`src/rtl/rsa_pkg.sv`:
```
// Shared RSA constants and FSM encoding, used by the decrypt stage and the key generator.
package rsa_pkg;
  localparam int INPUTSIZE_DEF = 12;

  typedef enum logic [1:0] {
    IDLE = 2'd0,
    MUL  = 2'd1,
    SQR  = 2'd2,
    DONE = 2'd3
  } rsa_state_e;
endpackage

```
`src/rtl/mod_mult.sv`:
```
// Combinational (a*b) mod n at full 2W product width; n=0 yields 0.
module mod_mult #(
  parameter int W = 12
) (
  input  logic [W-1:0] a,
  input  logic [W-1:0] b,
  input  logic [W-1:0] n,
  output logic [W-1:0] p
);
  logic [2*W-1:0] prod;

  always_comb begin
    prod = {{W{1'b0}}, a} * {{W{1'b0}}, b};
    // Remainder is below n, so the narrowing cast loses nothing.
    p = (n == '0) ? '0 : W'(prod % {{W{1'b0}}, n});
  end
endmodule

```
`src/rtl/mod_exp_decrypt.sv`:
```
// Constant-time square-and-multiply c^d mod n (W iterations, 2 cycles each).
// Optional macro MOD_EXP_RANGE_CHECK_EN adds err for n<2 or c>=n.
import rsa_pkg::*;

module mod_exp_decrypt #(
  parameter int INPUTSIZE = INPUTSIZE_DEF
) (
  input  logic                 clk,
  input  logic                 rst,
  input  logic                 start,
  input  logic [INPUTSIZE-1:0] c,
  input  logic [INPUTSIZE-1:0] d,
  input  logic [INPUTSIZE-1:0] n,
  output logic                 busy,
  output logic                 done,
  output logic [INPUTSIZE-1:0] m
`ifdef MOD_EXP_RANGE_CHECK_EN
  ,output logic                err
`endif
);
  localparam int W  = INPUTSIZE;
  localparam int CW = $clog2(W) + 1;
  localparam logic [CW-1:0] LAST = CW'(W - 1);

  rsa_state_e    state_q, state_d;
  logic [W-1:0]  exp_q, mod_q, base_q, res_q;
  logic [CW-1:0] cnt_q;
  logic [W-1:0]  mm_a, mm_b, mm_n, mm_p;

  mod_mult #(.W(W)) u_mm (.a(mm_a), .b(mm_b), .n(mm_n), .p(mm_p));

  // Single multiplier: capture reduces c (c*1 mod n), MUL and SQR use the captured modulus.
  always_comb begin
    state_d = state_q;
    mm_a    = c;
    mm_b    = W'(1);
    mm_n    = n;
    case (state_q)
      IDLE: if (start) state_d = MUL;
      MUL: begin
        mm_a    = res_q;
        mm_b    = base_q;
        mm_n    = mod_q;
        state_d = SQR;
      end
      SQR: begin
        mm_a    = base_q;
        mm_b    = base_q;
        mm_n    = mod_q;
        state_d = (cnt_q < LAST) ? MUL : DONE;
      end
      DONE:    state_d = IDLE;
      default: state_d = IDLE;
    endcase
  end

  always_ff @(posedge clk) begin
    if (rst) begin
      state_q <= IDLE;
      exp_q   <= '0;
      mod_q   <= '0;
      base_q  <= '0;
      res_q   <= '0;
      cnt_q   <= '0;
      busy    <= 1'b0;
      done    <= 1'b0;
      m       <= '0;
    end else begin
      state_q <= state_d;
      done    <= 1'b0;
      case (state_q)
        IDLE: if (start) begin
          exp_q  <= d;
          mod_q  <= n;
          base_q <= mm_p;
          res_q  <= (n > W'(1)) ? W'(1) : '0;
          cnt_q  <= '0;
          busy   <= 1'b1;
        end
        MUL: if (exp_q[0]) res_q <= mm_p;
        SQR: begin
          base_q <= mm_p;
          exp_q  <= exp_q >> 1;
          cnt_q  <= cnt_q + CW'(1);
          if (cnt_q == LAST) begin
            m    <= res_q;
            done <= 1'b1;
            busy <= 1'b0;
          end
        end
        default: ;
      endcase
    end
  end

`ifdef MOD_EXP_RANGE_CHECK_EN
  logic bad_q;

  always_ff @(posedge clk) begin
    if (rst) begin
      bad_q <= 1'b0;
      err   <= 1'b0;
    end else if (state_q == IDLE && start) begin
      bad_q <= (n < W'(2)) || (c >= n);
      err   <= 1'b0;
    end else if (state_q == SQR && cnt_q == LAST) begin
      err   <= bad_q;
    end
  end
`endif
endmodule
```
`config.mk`:
```
export PLATFORM = sky130hd
export DESIGN_NAME = mod_exp_decrypt
export DESIGN_NICKNAME = d
export VERILOG_FILES = /design/src/rtl/rsa_pkg.sv /design/src/rtl/mod_mult.sv /design/src/rtl/mod_exp_decrypt.sv
export SDC_FILE = /design/constraint.sdc
export NUM_CORES = 1
export LEC_CHECK = 0
export ABC_AREA = 1
export BUFFER_PORTS_ARGS = -buffer_cell sky130_fd_sc_hd__buf_4
export CAP_MARGIN = 15
export CELL_PAD_IN_SITES_DETAIL_PLACEMENT = 0
export CELL_PAD_IN_SITES_GLOBAL_PLACEMENT = 1
export CORE_ASPECT_RATIO = 2
export CORE_UTILIZATION = 38
export CTS_BUF_LIST = sky130_fd_sc_hd__clkbuf_4
export DETAILED_ROUTE_END_ITERATION = 12
export PLACE_DENSITY = 0.75
export SYNTH_ARGS = -nofsm -noshare
export SYNTH_HDL_FRONTEND = slang
export SYNTH_HIERARCHICAL = 1
export SYNTH_SLANG_ARGS = --single-unit
```
`constraint.sdc`:
```
create_clock -name clk -period 181.3 [get_ports clk]
set_clock_uncertainty 0.05 [all_clocks]
set_input_delay 9.065 -clock clk [delete_from_list [all_inputs] [get_ports clk]]
set_output_delay 9.065 -clock clk [all_outputs]
set_load 0.02 [all_outputs]
```
* Word-level counts from Yosys, hierarchy flattened *
Cells that the tools add are included.

storage, ports and cells
  word-level logic and storage cells = 54
  flip-flop bits (word level) = 69
  output and inout bits = 14

operators by class
  reductions and logical operators = 11
  add/sub/neg operators = 1
  divide/modulo/power cells = 1
  mux-type cells = 21
  equal/unequal tests = 7
  bitwise operators = 1
  multiply operators = 1
  order comparisons = 2

operators with widths
  cell                 number
  $pmux 12 s2          4
  $mux 12              7
  $mod 24x12->24       1
  $mul 12x12->24       1
  $gt 12x1->1 const B  1
  $logic_not 12->1     1
  $pmux 5 s2           1
  $pmux 2 s4           1
  $ne 2x2->1 const B   3
  $reduce_and 2->1     3
  $reduce_and 3->1     2
  $add 5x1->5 const B  1
  $eq 5x4->1 const B   1
  $lt 5x4->1 const B   1
  $mux 5               1
  $eq 2x2->1 const B   2
  $mux 1               4
  $mux 2               2
  $reduce_bool 2->1    2
  $reduce_or 2->1      2
  $eq 2x1->1 const B   1
  $logic_not 2->1      1
  $pmux 1 s2           1
  $not 1->1            1

* Longest topological paths before layout *
  depth after elaboration = 8
  depth in mapped cells = 455
  mapped depth without buffers = 429

* Hierarchy *
The synthesis kept the hierarchy.

modules (own cells, without submodules)
  module           area an instance (sq um)  cells an instance  instances
  mod_mult         17658.2                   2827               1
  mod_exp_decrypt  3195.6                    467                1

* Worst setup path after synthesis *
No wires, ideal clock.

  path kind = in2reg
  start = in c[5]
  end = reg res_q[2]
  library setup time = 0.071 ns
  data required time = 181.179 ns
  path buffers = 27
  path slack = 115.457 ns
  data arrival time = 65.723 ns
  stages = 427
  cell sequence = nand2_1 o211ai_1 clkbuf_1 nand2_1 fa_1 inv_1 fa_1 inv_1 fa_1 fa_1 fa_1 inv_1 ha_1 a21oi_1 nand2_1 nand2_1 nand2_1 nand2_1 (+391 left out) a21oi_1 o21ai_0 nand2_1 o211ai_1 a31oi_1 o41ai_1 nand2_1 nand2_1 a21oi_1 nand2_1 a21oi_2 nand3_2 nor2_4 buf_6 nor2_1 nor2_1 nand2_1 a21oi_1

between the ends
  cells in the longest elaborated chain, start to end = 6

RTL lines
  item                  RTL line               source
  start, declared       mod_exp_decrypt.sv:11  input logic [INPUTSIZE-1:0] c,
  $pmux 12 s2           mod_exp_decrypt.sv:38  case (state_q)
  via mm_a[5]           mod_exp_decrypt.sv:28  logic [W-1:0] mm_a, mm_b, mm_n, mm_p;
  $mul 12x12->24        mod_mult.sv:13         prod = {{W{1'b0}}, a} * {{W{1'b0}}, b};
  $mod 24x12->24        mod_mult.sv:15         p = (n == '0) ? '0 : W'(prod % {{W{1'b0}}, n});
  $mux 12               mod_mult.sv:15
  via mm_p[2]           mod_exp_decrypt.sv:28
  $mux 12               mod_exp_decrypt.sv:80  MUL: if (exp_q[0]) res_q <= mm_p;
  $pmux 12 s2           mod_exp_decrypt.sv:71  case (state_q)
  end signal, assigned  mod_exp_decrypt.sv:76  res_q <= (n > W'(1)) ? W'(1) : '0;
  end signal, assigned  mod_exp_decrypt.sv:80
  end, declared         mod_exp_decrypt.sv:26  logic [W-1:0] exp_q, mod_q, base_q, res_q;

The timed path passes the listed nets, and every way through them passes these cells. The select of a mux whose other input is x is not followed.
A chain may end at the register's enable or synchronous reset.

* Worst setup path after layout *
  start = in c[7]
  end = reg res_q[8]

The elaborated chain is that of the path after synthesis.

==> summary.md <==
| Metric | Value |
|---|---|
| Pre-CTS worst setup slack | `107.25 ns` |
| Crit path arrival time | `73.53 ns` |
| Vert. Die Dim | `333.3 um` |
| Actual slew at the worst max-slew pin | `1.066 ns` |
| Site Rows | `121` |
| Hold Crit Start | `exp_q[11]$_SDFFE_PP0P_` |
| Detailed Route WL | `63570 um` |
| Post-Syn Nets | `3725` |
| CTS buffer count | `9` |
| Die Area | `55880 um^2` |
| FF-to-FF Start | `state_q[0]$_SDFFE_PP0P_` |
| Period Utilization, post-route | `0.4039` |
| DRT Pass-1 Iters | `5` |
| RSZ-0062 raised after global routing | `false` |
| Crit path buf inv count | `71` |
| Top cells by count, synth | `nand2_1, inv_1, ha_1` |
| Area Growth Syn to Fin | `5.442%` |
| Die width | `167.6 um` |
| Fin worst setup slack | `108.07 ns` |
| Share of cells above drive strength 1 | `0.08733` |
| Synth top area share | `0.1746` |
| CP max stage delay | `0.66 ns` |
| Initial DRC Count | `546` |
| Final-report setup violation count | `0` |
| Overall Global Routing Usage | `0.2294` |
| Post-DP HPWL | `54440 um` |
| Top cell type by total area after synthesis | `ha_1` |
| Crit end category | `flip-flop` |
| Pin count of the biggest net entering global routing | `38` |
| Starting Density | `0.3837` |
| I/O pins | `53` |
| CTS tree | `built` |
| Worst Path Max Fanout | `32` |
| CP startpoint kind | `input port` |
| Post-synth EDFFs | `0` |
| Vias in the first global route | `20850` |
| GPL Wtd Cong | `0.8824` |
| Wire per inst | `15.99 um` |
| Post-Syn Area per Cell | `6.331 um^2` |
| Core area | `54350 um^2` |
| CTS max path bufs | `2` |
| Post-synth ARST share | `0` |
| CTS root buf | `clkbuf_4` |
| Initial antenna violation count | `1` |
| Prevailing post-synth register cell | `dfxtp_1` |
| Synth warn | `6` |
| Worst Setup SP | `c[7]` |
| Max Cap Violations | `0` |
| Post-synthesis sequential area ratio | `0.06624` |
| Flops & latches, synth | `69` |
| Critical path's top delay family | `compound AO/OA/AOI/OAI gates` |
| CTS Hold Bufs | `0` |
| CTS HTree Levels | `3` |
| Max Fclk | `0.01366 GHz` |
| PostCTS Resize Cnt | `0` |
| Synth unique cells | `55` |
| Nets | `3724` |
| Top-count cell post-synth | `nand2_1` |
| Fin Setup TNS | `0 ns` |
| Post-CTS setup buffers | `0` |
| Clk slew on worst S/H paths | `0.13 ns` |
| Post-Syn Area | `20850 um^2` |
| Synth Instances | `3294` |
| Cell mode on critical path | `nand2_1` |
| Worst EP required | `181.61 ns` |
| Tightest Hold Check Type | `reg2reg` |
| Input/output buffers | `52` |
| Min Tclk post-route | `73.23 ns` |
| Antenna viol nets, final | `0` |
| Util after Layout | `0.4046` |
| Slew headroom | `0.2884` |
| Clock Sinks | `69` |
| Worst-Skew Late Latency | `0.43 ns` |
| Fill count | `6001` |
| First-pass GRT wire length | `102900 um` |
| Status | `completed` |
| DRC | `0` |
| Fin. max-slew vios | `0` |
| Via density | `5.089` |
| Routed vias | `20230` |
| CP Class | `in2reg` |
| Total global routing overflow | `0` |
| Leading post-synthesis cells by cell area | `ha_1, nand2_1, fa_1` |
| Hold violation total from the final report | `0` |
| Slowest-stage cell, CP | `a221oi_1` |
## path summary, 6_finish.rpt
kind | endpoint | slack [ns] | depth (start not counted)
max | res_q[8]$_SDFFE_PP0P_ | 108.07 | 410
min | exp_q[11]$_SDFFE_PP0P_ | 0.43 | 2
max reg2reg | res_q[8]$_SDFFE_PP0P_ | 115.12 | 414
min reg2reg | exp_q[11]$_SDFFE_PP0P_ | 0.43 | 2
## per-stage QoR
step	instances	hold WS (ns)	instance area [um^2]
2_1_floorplan	3294	0.3909	20850
6_report	3975	0.4262	21990
4_1_cts	3974	0.4276	21990
5_1_grt	3975	0.4538	21990
3_3_place_gp	3958	0.4017	21830
3_5_place_dp	3958	0.4102	21830
## cell type report
cell class                 count  area, um^2  share of cell area
multi-input combinational   2579       16940              0.7706
inverter                     560        2102             0.09560
sequential                    69        1381             0.06282
tap                          676       845.8             0.03847
timing repair buffer          74       555.5             0.02526
clock inverter                 7       90.09            0.004097
clock buffer                   9       67.56            0.003073
antenna                        1       2.502           0.0001138
## flip-flops by register name, summed over array words and instances, names as in the netlist
| signal | flops |
|---|---|
| m | 12 |
| exp_q | 12 |
| done | 1 |
| res_q | 12 |
| state_q | 2 |
| cnt_q | 5 |
| busy | 1 |
| mod_q | 12 |
| base_q | 12 |
## kinds of logic after synthesis
family                     count (synthesis)  share of synthesized area
and+or+nand+nor                         1502                     0.3240
buffers and inverters                    646                     0.1213
AOI/OAI and AO/OA                        505                     0.1413
adders and majority gates                392                     0.2716
xor gates and xnor gates                 179                    0.07518
DFF                                       69                    0.06624
muxes                                      1                  0.0004800
## layer usage
| metal | track usage | vias up | wire (um) |
|---|---|---|---|
| met1 | 0.2058 | 9290 | 21870 |
| met3 | 0.01199 | 138 | 1115 |
| met4 | 0.1046 | 0 | 2991 |
| met2 | 0.5002 | 319 | 37600 |
| li1 | - | 10480 | - |
| met5 | 0 | - | 0 |
## worst register-to-register path: cells and delay by family (launching register included)
family | cells | cell delay, ns
adder cells (fa/ha/maj) | 31 | 10.84
AO/OA/AOI/OAI | 142 | 26.44
buffers and inverters | 73 | 8.54
flip-flops | 1 | 0.42
AND/OR/NAND/NOR | 168 | 19.85
## cell usage in the layout, fill, tap and decap left out, drive strengths merged, types with 9 or more instances in the layout
cell type	n
clkbuf	9
inv	553
o21bai	30
nor3	13
nand3	195
xor2	104
ha	291
xnor2	75
clkinv	11
or2	35
o211a	10
fa	101
nor2	259
o211ai	16
nand2	938
o21ai	223
dfxtp	69
o31ai	14
a21oi	155
nand4	43
a21o	36
buf	74
Power is not shown: default switching activity piles up to over one toggle a cycle in this logic, so the estimate is an artifact.
